## config.mk

```make
export PLATFORM = sky130hd
export DESIGN_NAME = lif_spike_logger_flat
export DESIGN_NICKNAME = d
export VERILOG_FILES = /design/src/rtl/lif_spike_logger_if.sv /design/src/rtl/lif_spike_logger.sv /design/src/flat_wrapper.sv
export SDC_FILE = /design/constraint.sdc
export NUM_CORES = 1
export LEC_CHECK = 0
export BUFFER_PORTS_ARGS = -buffer_cell sky130_fd_sc_hd__buf_2
export CAP_MARGIN = 5
export CORE_MARGIN = 2
export CORE_UTILIZATION = 35
export CTS_CLUSTER_SIZE = 14
export DETAILED_ROUTE_END_ITERATION = 12
export PLACE_DENSITY = 0.59
export SYNTH_ARGS = -nofsm -noshare
export SYNTH_HDL_FRONTEND = slang
export SYNTH_SLANG_ARGS = --single-unit
export TNS_END_PERCENT = 30
```

## constraint.sdc

```tcl
create_clock -name clk -period 11.9 [get_ports clk]
set_input_delay 2.38 -clock clk [delete_from_list [all_inputs] [get_ports clk]]
set_output_delay 2.38 -clock clk [all_outputs]
set_load 0.02 [all_outputs]
```

## src/rtl/lif_spike_logger_if.sv

```systemverilog
// Event stream carrying spike-onset timestamps from the logger to the host pipe-out.
// The master side drives the show-ahead FIFO head; the slave side returns ready.
interface lif_spike_logger_if #(
    parameter int TS_W = 32
);
    logic            ev_valid;
    logic            ev_ready;
    logic [TS_W-1:0] ev_data;

    modport master (output ev_valid, output ev_data, input ev_ready);
    modport slave  (input ev_valid, input ev_data, output ev_ready);
endinterface

```

## src/rtl/lif_spike_logger.sv

```systemverilog
// Spike-onset timestamp logger: edge-detects the neuron output, queues free-running
// timestamps in a show-ahead FIFO and reports spikes per fixed rate window.
module lif_spike_logger #(
    parameter int TS_W  = 32,
    parameter int DEPTH = 16,
    parameter int WIN   = 1000
) (
    input  logic                     clk,
    input  logic                     reset_n,
    input  logic                     enable,
    input  logic [15:0]              spike_in,
    input  logic                     ts_clear,
    input  logic                     ovf_clr,
    lif_spike_logger_if.master       ev,
    output logic [$clog2(DEPTH):0]   ev_count,
    output logic                     overflow,
    output logic [15:0]              rate,
    output logic                     rate_valid
);
    localparam int PTR_W = $clog2(DEPTH);
    localparam int CNT_W = PTR_W + 1;
    localparam int WIN_W = $clog2(WIN);

    logic                 s_q;
    logic [TS_W-1:0]      ts_cnt;
    logic [TS_W-1:0]      mem [DEPTH];
    logic [PTR_W-1:0]     wr_ptr;
    logic [PTR_W-1:0]     rd_ptr;
    logic [WIN_W-1:0]     win_cnt;
    logic [15:0]          spk_cnt;

    logic spike_any;
    logic e;
    logic push_req;
    logic pop;
    logic full;
    logic push_ok;
    logic drop;
    logic win_end;

    function automatic logic [15:0] sat_inc(input logic [15:0] a, input logic b);
        logic [16:0] s;
        s = {1'b0, a} + {16'd0, b};
        return s[16] ? 16'hFFFF : s[15:0];
    endfunction

    // Onset detection and FIFO handshake decode (all from pre-edge state)
    assign spike_any = |spike_in;
    assign e         = spike_any & ~s_q;
    assign push_req  = e & enable;
    assign pop       = ev.ev_valid & ev.ev_ready;
    assign full      = (ev_count == CNT_W'(DEPTH));
    // A pop frees the slot a same-cycle push needs when full
    assign push_ok   = push_req & (~full | pop);
    assign drop      = push_req & full & ~pop;
    assign win_end   = enable & (win_cnt == WIN_W'(WIN - 1));

    assign ev.ev_valid = (ev_count != '0);
    assign ev.ev_data  = ev.ev_valid ? mem[rd_ptr] : '0;

    // Registered control state
    always_ff @(posedge clk or negedge reset_n) begin
        if (!reset_n) begin
            s_q        <= 1'b0;
            ts_cnt     <= '0;
            wr_ptr     <= '0;
            rd_ptr     <= '0;
            ev_count   <= '0;
            overflow   <= 1'b0;
            win_cnt    <= '0;
            spk_cnt    <= '0;
            rate       <= '0;
            rate_valid <= 1'b0;
        end else begin
            s_q <= spike_any;

            if (ts_clear)
                ts_cnt <= '0;
            else if (enable)
                ts_cnt <= ts_cnt + TS_W'(1);

            if (push_ok)
                wr_ptr <= wr_ptr + PTR_W'(1);
            if (pop)
                rd_ptr <= rd_ptr + PTR_W'(1);
            ev_count <= ev_count + CNT_W'(push_ok) - CNT_W'(pop);

            // A drop in the same cycle as a clear keeps the flag set
            if (drop)
                overflow <= 1'b1;
            else if (ovf_clr)
                overflow <= 1'b0;

            rate_valid <= 1'b0;
            if (win_end) begin
                rate       <= sat_inc(spk_cnt, e);
                rate_valid <= 1'b1;
                win_cnt    <= '0;
                spk_cnt    <= '0;
            end else if (enable) begin
                win_cnt <= win_cnt + WIN_W'(1);
                spk_cnt <= sat_inc(spk_cnt, e);
            end
        end
    end

    // Timestamp storage is pure data; validity is tracked by ev_count alone
    always_ff @(posedge clk) begin
        if (push_ok)
            mem[wr_ptr] <= ts_cnt;
    end
endmodule

```

## src/flat_wrapper.sv

```systemverilog
// flat-port wrapper written by rule: the top's interface ports become plain ports
module lif_spike_logger_flat 
#(
    parameter int TS_W  = 32,
    parameter int DEPTH = 16,
    parameter int WIN   = 1000
)
  (clk, reset_n, enable, spike_in, ts_clear, ovf_clr, ev_count, overflow, rate, rate_valid, ev_ev_valid, ev_ev_data, ev_ev_ready);
  lif_spike_logger_if #(.TS_W(TS_W)) ev_i ();
  input  logic clk;
  input  logic reset_n;
  input  logic enable;
  input  logic [15:0] spike_in;
  input  logic ts_clear;
  input  logic ovf_clr;
  output logic [$clog2(DEPTH):0] ev_count;
  output logic overflow;
  output logic [15:0] rate;
  output logic rate_valid;
  output wire logic [$bits(ev_i.ev_valid)-1:0] ev_ev_valid;
  output wire logic [$bits(ev_i.ev_data)-1:0] ev_ev_data;
  input wire logic [$bits(ev_i.ev_ready)-1:0] ev_ev_ready;
  assign ev_ev_valid = ev_i.ev_valid;
  assign ev_ev_data = ev_i.ev_data;
  assign ev_i.ev_ready = ev_ev_ready;
  lif_spike_logger #(.TS_W(TS_W), .DEPTH(DEPTH), .WIN(WIN)) u_core (.clk(clk), .reset_n(reset_n), .enable(enable), .spike_in(spike_in), .ts_clear(ts_clear), .ovf_clr(ovf_clr), .ev(ev_i), .ev_count(ev_count), .overflow(overflow), .rate(rate), .rate_valid(rate_valid));
endmodule
```

After elaboration in Yosys (flattened, before gate mapping)

Memory sizes are Yosys's and may differ from the RTL's.
Cells that the tools add are included.

Flip-flop bits (word level): 90
RAM bits: 512
Input port bits: 22
Word-level logic and storage cells: 49
Memories: 1

Add/sub/neg operators: 7
Equality and inequality tests: 2
Muxes and demuxes: 13
Bitwise logic cells: 11
Reductions and logical operators: 5

Memories:

| name       | words | bits a word | read ports | clocked after Yosys merged registers in | wr ports | line                   | source |
|---|---|---|---|---|---|---|---|
| u_core.mem | 16    | 32          | 1          | 0                                       | 1        | lif_spike_logger.sv:26 | `logic [TS_W-1:0] mem [DEPTH];` |

Operators by type and width:

| kind                                          | number |
|---|---|
| 2-to-1 mux 32 bit                             | 3 |
| 2-to-1 mux 16 bit                             | 3 |
| adder 32 x 1 -> 32 bit, second input constant | 1 |
| 2-to-1 mux 10 bit                             | 2 |
| adder 16 x 1 -> 17 bit                        | 1 |
| OR reduction 16 bit                           | 1 |
| adder 10 x 1 -> 10 bit, second input constant | 1 |
| equality test 10 bit, second input constant   | 1 |
| adder 4 x 1 -> 4 bit, second input constant   | 2 |
| bitwise AND 1 bit                             | 7 |
| nonzero test 2 bit                            | 3 |
| adder 5 x 1 -> 5 bit                          | 1 |
| equality test 5 bit, second input constant    | 1 |
| 2-to-1 mux 1 bit                              | 5 |
| nonzero test 5 bit                            | 1 |
| subtractor 5 x 1 -> 5 bit                     | 1 |
| inverter 1 bit                                | 3 |
| bitwise OR 1 bit                              | 1 |

Depth between registers and ports, before layout

Word-level depth: 6
Gate-level depth with buffers: 14

Least setup slack after synthesis

No wires, ideal clock.

Path type: input-to-reg
From: in spike_in[2]
To: mem u_core.mem[1][0], enable pin
Data arrival time: 6.502 ns
Data required time: 11.387 ns
Setup slack: 4.885 ns
Cell stages on the path: 4
Buffers on the path: 0
Cell sequence: nor4_1 a41oi_1 nand3_1 nor4b_1

Longest elaborated chain between the ends: 6

RTL lines:

| element                                | line                    | source |
|---|---|---|
| from (decl)                            | flat_wrapper.sv:13      | `input logic [15:0] spike_in;` |
| OR reduction 16 bit                    | lif_spike_logger.sv:48  | `assign spike_any = \|spike_in;` |
| bitwise AND 1 bit                      | lif_spike_logger.sv:49  | `assign e = spike_any & ~s_q;` |
| bitwise AND 1 bit                      | lif_spike_logger.sv:50  | `assign push_req = e & enable;` |
| bitwise AND 1 bit                      | lif_spike_logger.sv:54  | `assign push_ok = push_req & (~full \| pop);` |
| 2-to-1 mux 1 bit                       | lif_spike_logger.sv:109 | `if (push_ok)` |
| 2-to-1 mux 1 bit (implied by the code) | lif_spike_logger.sv:110 | `mem[wr_ptr] <= ts_cnt;` |
| to (decl)                              | lif_spike_logger.sv:26  |  |

No other way between the ends.

Worst setup path after layout

From: reg u_core.rd_ptr[1]
To: out ev_ev_data[0]

Longest elaborated chain between the ends: 2

RTL lines:

| element                   | line                   | source |
|---|---|---|
| from (decl)               | lif_spike_logger.sv:28 | `logic [PTR_W-1:0] rd_ptr;` |
| from (signal assigned)    | lif_spike_logger.sv:85 | `rd_ptr <= rd_ptr + PTR_W'(1);` |
| memory read (16 x 32 bit) | n/a                    |  |
| 2-to-1 mux 32 bit         | lif_spike_logger.sv:59 | `assign ev.ev_data = ev.ev_valid ? mem[rd_ptr] : '0;` |
| to (decl)                 | flat_wrapper.sv:21     | `output wire logic [$bits(ev_i.ev_data)-1:0] ev_ev_data;` |

No other way between the ends.

==> impl_metrics.ini <==
[synth]
synth_area_leaders = edfxtp_1, mux4_2, dfrtp_1, mux2i_1, o22ai_1
synth_top_area_cell = edfxtp_1
synth_nets = 1325
synth-warning-count = 0
synth-edff-count = 512
synth_xor_area_share_pct = 1.27
async_flop_share_pct = 15.0
ys_top_cells_by_count = edfxtp_1, mux4_2, dfrtp_1
synth_seq_cells = 602
syn_area_mm2 = 0.0242
yosys.area_share.simple_pct = 4.86
synthAdderAreaFrac_pct = 0.859
synth_compound_area_share_pct = 3.67
synth.distinct_cells = 53
synth_mux_area_share_pct = 14.9
synth_top_area_share_pct = 63.6
synth_area_per_cell_um2 = 18.8
yosysSeqAreaShare_pct = 72.9
synth_top_family_by_area = multiplexers
synthCells = 1287
synth_flop_cell = edfxtp_1
yosysMostFrequentCell = edfxtp_1

[floorplan]
initial_utilization_pct = 35.3
dieArea_mm2 = 0.0712
ios = 78
placementRows = 96
die_w_um = 267
chipHeight_um = 267
coreArea_mm2 = 0.0685

[layout]
fin_area_mm2 = 0.0277
fill_cells = 6084
utilization_pct = 40.5
nNetsFinal = 1419
area_growth_pct = 14.7
drive_above_1_share_pct = 24.3

[timing]
max_freq_mhz = 163
finalSetupViolCount = 0
fin_crit_sh_pct = 51.6
period_minus_slack_ps = 6140
relSlewSlack_pct = 16.6
final-hold-violation-count = 0
fin_skew_ps = 23.0
fin_tns_setup_ps = 0
final-max-slew-violation-count = 0
rsz0062_at_grt = no
tightest_slew_ps = 1250

[pwr]
power_leakage_nw = 10.1
p_per_area_mw_per_mm2 = 194
design_power_total_w = 0.00539
ir_worst_vdd_mv = 0.201

[cts]
cts_resized = 0
ctsHoldBuffers = 0
cts_made_buffers = 66
cts_tree = built
cts.sinks = 602
clockRootBuffer = clkbuf_16
htree_levels = 3
clockBufferDepth = 3
path_clk_slew_ps = 60
post-cts-setup-buffers = 0
clk-insertion-delay-late_ps = 620

[detailed_routing]
wl_met2_mm = 26.8
highest_layer = met4
totalWireLength_mm = 54.2
antenna_left = 0
wl_met3_mm = 2.87
wl_per_cell_um = 23.4
drtIter0Drc = 1079
drc = 0
met1_length_mm = 23.5
routed_via_density = 5.41
dr.pass1.iters = 5
vias = 12531

[critical_path]
worst-path-max-fanout = 71
startpoint_type = flip-flop
critical_path_class = reg2out
arrival_ps = 3760
worstSetupEndpointType = output pin
critPathRequiredTime_ps = 9520

[job]
drv_cap = 0

[place]
portBuffers = 77
dpl_cell_area_mm2 = 0.0256
hpwl_mm = 28.7
gp_congestion = 0.737

[global_routing]
overflow = 0
antenna_found_initial = 2
grt_max_degree = 99
grt_pass1_vias = 13042
grt_use_total_pct = 15.6
grt_pass1_wl_mm = 82.3

[outcome]
outcome = completed

[worst_hold_path]
min_path_type = reg2reg
-- path summary, 6_finish.rpt --
kind	start	to	slack, ps	depth (start not counted)
setup / recovery	u_core.rd_ptr[1]$_DFFE_PN0N_	ev_ev_data[0]	5760	5
hold / removal	u_core.win_cnt[8]$_DFFE_PN0P_	u_core.win_cnt[8]$_DFFE_PN0P_	470	1
setup reg to reg	u_core.s_q$_DFF_PN0_	u_core.mem[10][15]$_DFFE_PP_	8490	4
hold reg to reg	u_core.win_cnt[8]$_DFFE_PN0P_	u_core.win_cnt[8]$_DFFE_PN0P_	470	1
max in group asynchronous	reset_n	u_core.rd_ptr[3]$_DFFE_PN0N_	8910	2
min in group asynchronous	reset_n	u_core.rate_valid$_DFF_PN0_	1690	1
-- power breakdown --
group          leakage, nW  internal (W)  total, W  switching, W
Clock                 1.04       0.00115   0.00199      0.000841
Combinational         2.39      0.000429  0.000954      0.000525
Sequential            6.65       0.00229   0.00244      0.000149
Total                 10.1       0.00388   0.00539       0.00151
-- worst max-delay path, cell delays in order, from the launching register on --
cell	delay, ps
dfrtp_4	1020
buf_4	960
mux4_2	390
mux2i_1	80
o22ai_1	370
buf_2	260
-- state kept, by name (all words and copies together), names as in the netlist --
name / count
u_core.win_cnt: 10
u_core.ev_count: 5
u_core.rd_ptr: 4
u_core.mem: 512
u_core.rate_valid: 1
u_core.ts_cnt: 32
u_core.spk_cnt: 16
u_core.wr_ptr: 4
u_core.s_q: 1
u_core.overflow: 1
u_core.rate: 16
-- stage by stage --
step                std cells  hold slack, ps  worst slack (ps)
CTS                      2315             473              5660
global route             2315             519              5530
finish                   2316             472              5760
detailed placement       2195             468              6060
floorplan                1287             437              4890
global placement         2195             460              6160
-- final cells by class --
| cell class | instances | area [um2] | area share [%] |
|---|---|---|---|
| flip-flops and latches | 602 | 17600 | 63.6 |
| multi-input cells | 593 | 6220 | 22.4 |
| clock buffers | 94 | 1860 | 6.71 |
| well taps | 882 | 1100 | 3.98 |
| repair buffers | 98 | 558 | 2.01 |
| clock inverters | 26 | 265 | 0.957 |
| inverters | 20 | 75.1 | 0.271 |
| diodes | 1 | 2.50 | 0.00902 |
-- routing by layer --
| layer | vias to the layer above | global-route usage [%] |
|---|---|---|
| li1 | 5474 | - |
| met1 | 6625 | 21.3 |
| met2 | 357 | 25.3 |
| met3 | 75 | 3.27 |
| met4 | 0 | 4.25 |
| met5 | - | 0 |
-- placed cells by master, fill, tap and decap left out, drive strengths merged, types with 3 or more instances in the layout --
master,synthesis,layout
a211oi,5,5
a21oi,35,35
a31oi,20,20
a41oi,3,3
and2,7,7
and3,7,7
and4,15,15
and4b,4,4
buf,32,98
clkbuf,40,94
clkinv,1,19
dfrtp,90,90
edfxtp,512,512
ha,15,15
inv,19,24
mux2,5,5
mux2i,65,65
mux4,128,128
nand2,32,32
nand3,20,20
nand4,19,19
nor2,36,36
nor2b,3,3
nor3,9,9
nor3b,4,4
nor4,10,10
nor4b,4,4
o21ai,17,17
o22ai,33,33
o31ai,16,16
or3,7,7
or4,19,19
xnor2,23,23
xor2,12,12
-- kinds of logic (layout without fill, tap and decap cells) --
group | after synthesis | after routing
flip-flops | 602 | 602
AND/OR/NAND/NOR | 202 | 202
multiplexers | 198 | 198
AO/OA/AOI/OAI | 142 | 142
buffers and inverters | 92 | 238
XOR/XNOR | 35 | 35
adder cells (fa/ha/maj) | 16 | 16
other | 0 | 1
Note: power is estimated with default switching activity, not from simulation.
